==> src/rtl/mem_arb_pkg.sv <==
// Shared types for the memory arbiter: FSM states, requester IDs and
// the width of the fetch starvation counter.
package mem_arb_pkg;

    typedef enum logic [1:0] {
        IDLE  = 2'd0,
        ISSUE = 2'd1,
        WAIT  = 2'd2,
        DONE  = 2'd3
    } state_t;

    typedef enum logic [1:0] {
        REQ_NONE = 2'd0,
        REQ_F    = 2'd1,
        REQ_D    = 2'd2,
        REQ_H    = 2'd3
    } req_id_t;

    localparam int STARVE_W = 3;

endpackage

==> src/rtl/mem_arb_pick.sv <==
// Combinational winner selection for one arbitration cycle.
// Precedence: starved fetch, then locked host, then D > H > F.
module mem_arb_pick
    import mem_arb_pkg::*;
(
    input  logic    f_req,
    input  logic    d_req,
    input  logic    h_req,
    input  logic    lock,
    input  logic    starve,
    output req_id_t winner
);

    // Pick the highest-precedence active requester.
    always_comb begin
        winner = REQ_NONE;
        if (starve && f_req) begin
            winner = REQ_F;
        end else if (lock && h_req) begin
            winner = REQ_H;
        end else if (d_req) begin
            winner = REQ_D;
        end else if (h_req) begin
            winner = REQ_H;
        end else if (f_req) begin
            winner = REQ_F;
        end
    end

endmodule

==> src/rtl/mem_arbiter.sv <==
// Three-way arbiter for the single synchronous memory port.
//
// Handshake: a requester raises x_req with its addr/we/wdata and holds
// them stable until it sees the one-cycle x_gnt pulse. Requests are only
// sampled in arbitration cycles (IDLE and DONE), so a req still high in
// the gnt cycle is not taken again; the requester drops it at gnt unless
// it wants another transfer. x_valid pulses once per granted transfer,
// MEM_LATENCY+1 cycles after gnt; for reads rdata is valid with it, for
// writes rdata keeps its previous value. There is no backpressure on
// gnt/valid.
module mem_arbiter
    import mem_arb_pkg::*;
#(
    parameter int ADDR_W       = 12,
    parameter int DATA_W       = 16,
    parameter int MEM_LATENCY  = 1,
    parameter int STARVE_LIMIT = 4
) (
    input  logic                clock,
    input  logic                reset,
    input  logic                f_req,
    input  logic [ADDR_W-1:0]   f_addr,
    output logic                f_gnt,
    output logic                f_valid,
    input  logic                d_req,
    input  logic                d_we,
    input  logic [ADDR_W-1:0]   d_addr,
    input  logic [DATA_W-1:0]   d_wdata,
    output logic                d_gnt,
    output logic                d_valid,
    input  logic                h_req,
    input  logic                h_we,
    input  logic [ADDR_W-1:0]   h_addr,
    input  logic [DATA_W-1:0]   h_wdata,
    input  logic                h_lock,
    output logic                h_gnt,
    output logic                h_valid,
    output logic [DATA_W-1:0]   rdata,
    output logic [ADDR_W-1:0]   m_addr,
    output logic [DATA_W-1:0]   m_data,
    output logic                m_rw,
    input  logic [DATA_W-1:0]   m_q,
    output state_t              dbg_state,
    output logic [STARVE_W-1:0] dbg_starve_cnt
);

    state_t              state;
    req_id_t             owner;
    logic                owner_we;
    logic [2:0]          lat_cnt;
    logic [STARVE_W-1:0] starve_cnt;
    logic                lock;

    req_id_t             winner;
    logic                starve_hit;
    logic [ADDR_W-1:0]   win_addr;
    logic [DATA_W-1:0]   win_data;
    logic                win_we;

    assign dbg_state      = state;
    assign dbg_starve_cnt = starve_cnt;

    // Fetch is forced through once it has lost STARVE_LIMIT arbitrations.
    assign starve_hit = (STARVE_LIMIT != 0) && (int'(starve_cnt) >= STARVE_LIMIT);

    // The lock only holds while the host keeps both h_req and h_lock up.
    mem_arb_pick u_pick (
        .f_req  (f_req),
        .d_req  (d_req),
        .h_req  (h_req),
        .lock   (lock && h_lock),
        .starve (starve_hit),
        .winner (winner)
    );

    // Route the winner's address, data and direction to the memory port.
    always_comb begin
        win_addr = f_addr;
        win_data = m_data;
        win_we   = 1'b0;
        case (winner)
            REQ_D: begin
                win_addr = d_addr;
                win_data = d_wdata;
                win_we   = d_we;
            end
            REQ_H: begin
                win_addr = h_addr;
                win_data = h_wdata;
                win_we   = h_we;
            end
            default: ;
        endcase
    end

    // Transaction FSM with registered strobes, capture and arbitration state.
    always_ff @(posedge clock) begin
        if (reset) begin
            state      <= IDLE;
            owner      <= REQ_NONE;
            owner_we   <= 1'b0;
            lat_cnt    <= '0;
            starve_cnt <= '0;
            lock       <= 1'b0;
            f_gnt      <= 1'b0;
            d_gnt      <= 1'b0;
            h_gnt      <= 1'b0;
            f_valid    <= 1'b0;
            d_valid    <= 1'b0;
            h_valid    <= 1'b0;
            rdata      <= '0;
            m_addr     <= '0;
            m_data     <= '0;
            m_rw       <= 1'b0;
        end else begin
            f_gnt   <= 1'b0;
            d_gnt   <= 1'b0;
            h_gnt   <= 1'b0;
            f_valid <= 1'b0;
            d_valid <= 1'b0;
            h_valid <= 1'b0;
            m_rw    <= 1'b0;
            case (state)
                IDLE, DONE: begin
                    if (winner != REQ_NONE) begin
                        state    <= ISSUE;
                        owner    <= winner;
                        owner_we <= win_we;
                        m_addr   <= win_addr;
                        m_data   <= win_data;
                        m_rw     <= win_we;
                        f_gnt    <= (winner == REQ_F);
                        d_gnt    <= (winner == REQ_D);
                        h_gnt    <= (winner == REQ_H);
                        if (winner == REQ_F) begin
                            starve_cnt <= '0;
                        end else if (f_req && (starve_cnt != '1)) begin
                            starve_cnt <= starve_cnt + STARVE_W'(1);
                        end
                        if (winner == REQ_H) begin
                            lock <= h_lock;
                        end else if (!h_lock || !h_req) begin
                            lock <= 1'b0;
                        end
                    end else begin
                        // Nobody asking means h_req is low, so the lock drops.
                        state <= IDLE;
                        lock  <= 1'b0;
                    end
                end
                ISSUE: begin
                    state   <= WAIT;
                    lat_cnt <= 3'(MEM_LATENCY - 1);
                end
                WAIT: begin
                    if (lat_cnt == 3'd0) begin
                        state   <= DONE;
                        f_valid <= (owner == REQ_F);
                        d_valid <= (owner == REQ_D);
                        h_valid <= (owner == REQ_H);
                        if (!owner_we) begin
                            rdata <= m_q;
                        end
                    end else begin
                        lat_cnt <= lat_cnt - 3'd1;
                    end
                end
                default: state <= IDLE;
            endcase
        end
    end

endmodule

==> config.mk <==
export PLATFORM = sky130hd
export DESIGN_NAME = mem_arbiter
export DESIGN_NICKNAME = d
export VERILOG_FILES = /design/src/rtl/mem_arb_pkg.sv /design/src/rtl/mem_arb_pick.sv /design/src/rtl/mem_arbiter.sv
export SDC_FILE = /design/constraint.sdc
export NUM_CORES = 1
export LEC_CHECK = 0
export CAP_MARGIN = 10
export CORE_UTILIZATION = 44
export CTS_BUF_LIST = sky130_fd_sc_hd__clkbuf_4 sky130_fd_sc_hd__clkbuf_8
export CTS_CLUSTER_DIAMETER = 80
export DETAILED_ROUTE_END_ITERATION = 8
export GPL_ROUTABILITY_DRIVEN = 1
export PLACE_DENSITY = 0.95
export SYNTH_ARGS = -nofsm -noshare
export SYNTH_HDL_FRONTEND = slang
export SYNTH_SLANG_ARGS = --single-unit
==> constraint.sdc <==
create_clock -name clock -period 6.44 [get_ports clock]
set_input_delay 0.644 -clock clock [delete_from_list [all_inputs] [get_ports clock]]
set_output_delay 0.644 -clock clock [all_outputs]
set_load 0.01 [all_outputs]
Word-level counts from Yosys, hierarchy flattened. Index checks and enable logic that the tools add are counted.

Reductions and logical operators: 22. Muxes and demuxes: 18. $lt $le $gt $ge: 1. Add/sub/neg operators: 2. Eq/ne operators: 13. Bitwise gates (word level): 5.

Operator list (number): case mux 16 bit (2 select lines) (1); case mux 12 bit (2 select lines) (1); == test 2 bit, second input constant (6); 2-to-1 mux 2 bit (5); 2-to-1 mux 3 bit (3); AND reduction 3 bit (3); nonzero test 2 bit (4); == test 2 x 1 -> 1 bit, second input constant (3); case mux 2 bit (3 select lines) (1); case mux 3 bit (2 select lines) (1); AND reduction 2 bit (3); OR reduction 3 bit (2); 2-to-1 mux 1 bit (5); NOT 1 bit (5); logical AND 1 bit (4); != test 2 bit, second input constant (2); adder 3 x 1 -> 3 bit, second input constant (1); greater-or-equal comparator 3 bit, second input constant (1); logical NOT 3 bit (1); != test 3 x 1 -> 1 bit, second input constant (1); != test 3 bit, second input constant (1); subtractor 3 x 1 -> 3 bit, second input constant (1); logical NOT 1 bit (2); logical NOT 2 bit (1); other kinds (3) (3).

Word-level logic and storage cells: 77. Bits in registers: 63. Output and inout port bits: 56. Bits of input ports: 92.

Depth between registers and ports, before layout.
Word-level depth: 8. Depth in mapped cells: 10. Depth with buffers taken out: 7.

Hierarchy. A second synthesis with hierarchy kept.

Cell total of the unflattened synthesis: 322. Area total of the unflattened synthesis: 2974.1 um^2.

Modules (own cells, without submodules): mem_arbiter (cells an instance 317, times used 1, area an instance 2944.1 um^2, seq. area each 1261.2 um^2); mem_arb_pick (cells an instance 5, times used 1, area an instance 30.0 um^2, seq. area each 0.0 um^2).

Worst setup path after synthesis. Ideal clock, no wire load.

Path type: input port to flip-flop. From: in d_req. To: reg m_data[10]. Data required time: 6360 ps. Library setup time: 80 ps. Slack: 3959 ps. Cell stages on the path: 10. Path buffers: 3. Arrival: 2401 ps. Cell sequence: a21bo_2 -> a22oi_1 -> inv_1 -> ha_1 -> or2_1 -> buf_6 -> and2_4 -> buf_6 -> buf_6 -> a211oi_2.

Longest elaborated chain between the ends: 6. Elaborated cells on any way between the ends: 9. Those cells by class: eq/ne (2); mux (4); reduce/logical (3).

RTL lines: start: declaration (line mem_arbiter.sv:25) `input logic d_req,`; 2-to-1 mux 2 bit (*) (line mem_arb_pick.sv:21) `end else if (d_req) begin`; 2-to-1 mux 2 bit (*) (line mem_arb_pick.sv:19) `end else if (lock && h_req) begin`; 2-to-1 mux 2 bit (*) (line mem_arb_pick.sv:17) `if (starve && f_req) begin`; via u_pick.winner[0] (line mem_arb_pick.sv:11) `output req_id_t winner`; == test 2 bit (line mem_arbiter.sv:81) `case (winner)`; nonzero test 2 bit (no source line); AND reduction 3 bit (no source line); end signal: assignment (line mem_arbiter.sv:130) `m_data <= win_data;`; end: declaration (line mem_arbiter.sv:40) `output logic [DATA_W-1:0] m_data,`.

The timed path passes the listed nets; every way through them passes the cells marked *. A chain may end at the register's enable or synchronous reset.

Worst setup path after layout.
From: in d_req. To: reg m_data[2].

Longest elaborated chain between the ends: 6. Elaborated cells on any way between the ends: 9. Those cells by class: eq/ne (2); mux (4); reduce/logical (3).

RTL lines (line): 2-to-1 mux 2 bit (*) (mem_arb_pick.sv:21); 2-to-1 mux 2 bit (*) (mem_arb_pick.sv:19); 2-to-1 mux 2 bit (*) (mem_arb_pick.sv:17); == test 2 bit (mem_arbiter.sv:81); nonzero test 2 bit (no source line); AND reduction 3 bit (no source line).

Every way passes the cells marked *; elsewhere a longest branch is shown, timed or not.

==> qor.yml <==
pwr:
  vdd_drop_max_v: 0.0002405
  seqPwrFrac_pct: 34.7
  power.total_uw: 1641
  power_leakage_uw: 0.001678
  clkPwrFrac_pct: 22.9
  internal_power_uw: 1093
  switching_share_pct: 33.40
  p_sw_uw: 548.1
  comb_power_share_pct: 42.4
  power_density_nw_per_um2: 361.4
worst_setup_path:
  timing.rr.start: "lock"
  rr_endpoint: "m_data[2]"
  criticalPathCategory: "in2reg"
  crit_path_start_kind: "primary input"
  critPathCaptureType: "flip-flop"
  worst-r2r-setup-slack_ps: 3480
  cp.required_ps: 6590
  crit_arrival_ps: 3690
  reg2regPathDepth: 6
  crit_fanout: 28
finish:
  antennaDiodeCount: 0
  nets: 547
  area_delta_synth_final_pct: 57.37
  drive_gt1_share_pct: 7.778
  final_cells: 527
flow_run:
  drv_cap: 0
timing:
  skew_ps: 10.53
  period_share_pct: 54.89
  fin_crit_ps: 3535
  slew_headroom_pct: 18.88
  finalMaxSlewViolations: 0
  holdWs_ps: 458.5
  rsz0062_at_grt: "false"
  tns_ps: 0
  setup_viol: 0
  clock.fmax_mhz: 282.9
  tightest_slew_ps: 1217
  final_hold_viol_count: 0
placed_design:
  placed_cells: 511
  place_congestion: 0.8008
  portBuffers: 147
  dp_hpwl_um: 5912
synthesis:
  yosysUniqueCellTypes: 35
  postSynthCellCount: 313
  synth_edf_count: 0
  syn-mean-instance-area_um2: 9.218
  ys_seq_area_share_pct: 43.71
  ys.flop_type: "dfxtp_1"
  syn_area_um2: 2885
  yosysWarnings: 0
  synth_seq_cells: 63
  syn_nets: 415
  postSynth.asyncResetShare_pct: 0
floorplan:
  dieArea_um2: 6885
  core_um2: 6350
  ios: 148
  fp.dieH_um: 82.98
  start_util_pct: 45.44
  row_count: 29
  die_width_um: 82.98
hold_path:
  hold_path.class: "reg2reg"
  min_path_cells: 2
  min_from: "rdata[0]"
  hold_end: "rdata[0]"
clock_tree:
  cts_buffers: 9
  cts_resized: 0
  path_clk_slew_ps: 70
  cts_tree: "yes"
  cts.sinks: 63
  postCtsHoldBufs: 0
  clkLatencyLatePin_ps: 330
  cts-root-buf: "clkbuf_8"
  post_cts_buffers: 0
  htreeDepth: 3
  clockBufferDepth: 2
global_routing:
  grt_pass1_vias: 2765
  grt_usage_pct: 23.76
  grt_max_degree: 65
  busiest_layer: "met2"
  grt_first_pass_wirelength_um: 13300
  met3_usage_pct: 3.579
  antenna_found_initial: 0
  grt_use_met1_pct: 28.13
  grt.overflow.total: 0
  gr-usage-met2_pct: 42.03
route:
  viasPerCell: 5.334
  wl_per_cell_um: 15.26
  first_pass_iters: 6
  ant_nets: 0
  drc: 0
  route.vias.total: 2811
  postRouteWirelength_um: 8044
  drt_iter0_markers: 136
run_status:
  status: "complete, no violations"
-- Yosys cell counts, drive strengths merged, types with 6 or more instances --
cell,n,area (um2)
a21oi,37,185.2
a221oi,12,105.1
nor2,19,71.32
nor3b,15,112.6
ha,10,125.1
dfxtp,63,1261
buf,17,106.4
a211oi,31,282.8
nand2b,6,37.54
mux2i,18,180.2
nand2,40,150.1
clkbuf,10,37.54
inv,7,26.28
-- power groups by stage --
stage	logic [uW]	clock network, uW	registers (uW)
final	696	375	569
after global routing	753	406	584
after CTS	702	383	570
after detailed placement	700	0	577
after global placement	680	0	570
after floorplan	336	0	621
-- metrics by stage --
stage | util [%] | setup WS, ps | area [um2]
final | 71.51 | 2905 | 4541
after global routing | 71.51 | 2691 | 4541
after CTS | 71.51 | 2943 | 4541
after detailed placement | 68.02 | 2587 | 4319
after global placement | 68.02 | 2724 | 4319
after floorplan | - | 3959 | 2885
-- cells by family (layout without fill, tap and decap cells) --
family / Yosys count / after routing / share of synthesized area (%)
buffers and inverters: 34 / 171 / 5.898
adder cells (fa/ha/maj): 10 / 10 / 4.337
AO/OA/AOI/OAI: 89 / 89 / 22.38
multiplexers: 19 / 19 / 6.635
AND/OR/NAND/NOR: 98 / 98 / 17.04
flip-flops: 63 / 63 / 43.71
-- layout by cell type (no fill, tap or decap), drive strengths merged, types with 3 or more instances in the layout --
cell,netlist,final
inv,7,7
mux2i,18,18
nand2b,6,6
nor2,19,19
clkbuf,10,10
nor3,3,3
clkinv,0,4
dfxtp,63,63
a211oi,31,31
nor3b,15,15
ha,10,10
clkdlybuf4s50,0,146
or3,3,3
nand2,40,40
a21oi,37,37
a221oi,12,12
-- per-layer routing --
metal	up-vias	share of wire, %
met5	-	0
met4	0	2.3
met3	16	4.4
met2	87	52
met1	1314	42
li1	1394	-
-- flip-flops by register name, indices dropped and copies added, names as in the netlist, 2 cells and up --
signal and count:
dbg_state 2, owner 2, m_addr 12, m_data 16
lat_cnt 3, dbg_starve_cnt 3, rdata 16
-- worst max path at each step --
stage | slack (ps) | start | end
CTS | 2940 | d_req | m_data[3]
global route | 2690 | d_req | m_data[3]
detailed placement | 2590 | d_req | m_data[3]
finish | 2910 | d_req | m_data[2]
floorplan | 3960 | d_req | m_data[10]
global placement | 2720 | d_req | m_data[1]
-- critical path, cell delays in order --
cell and delay [ps]:
clkdlybuf4s50_1 520, a21bo_2 240, a22oi_1 350, ha_1 870, or2_1 550, and2_4 380, a211oi_1 120
-- final cells by class --
type / instances / area (um2)
Fill cell: 475 / 1809
Timing Repair Buffer: 148 / 1474
Multi-Input combinational cell: 216 / 1461
Sequential cell: 63 / 1261
Clock buffer: 10 / 137.6
Tap cell: 77 / 96.34
Clock inverter: 6 / 83.83
Inverter: 7 / 26.28
(Power assumes the default switching activity.)
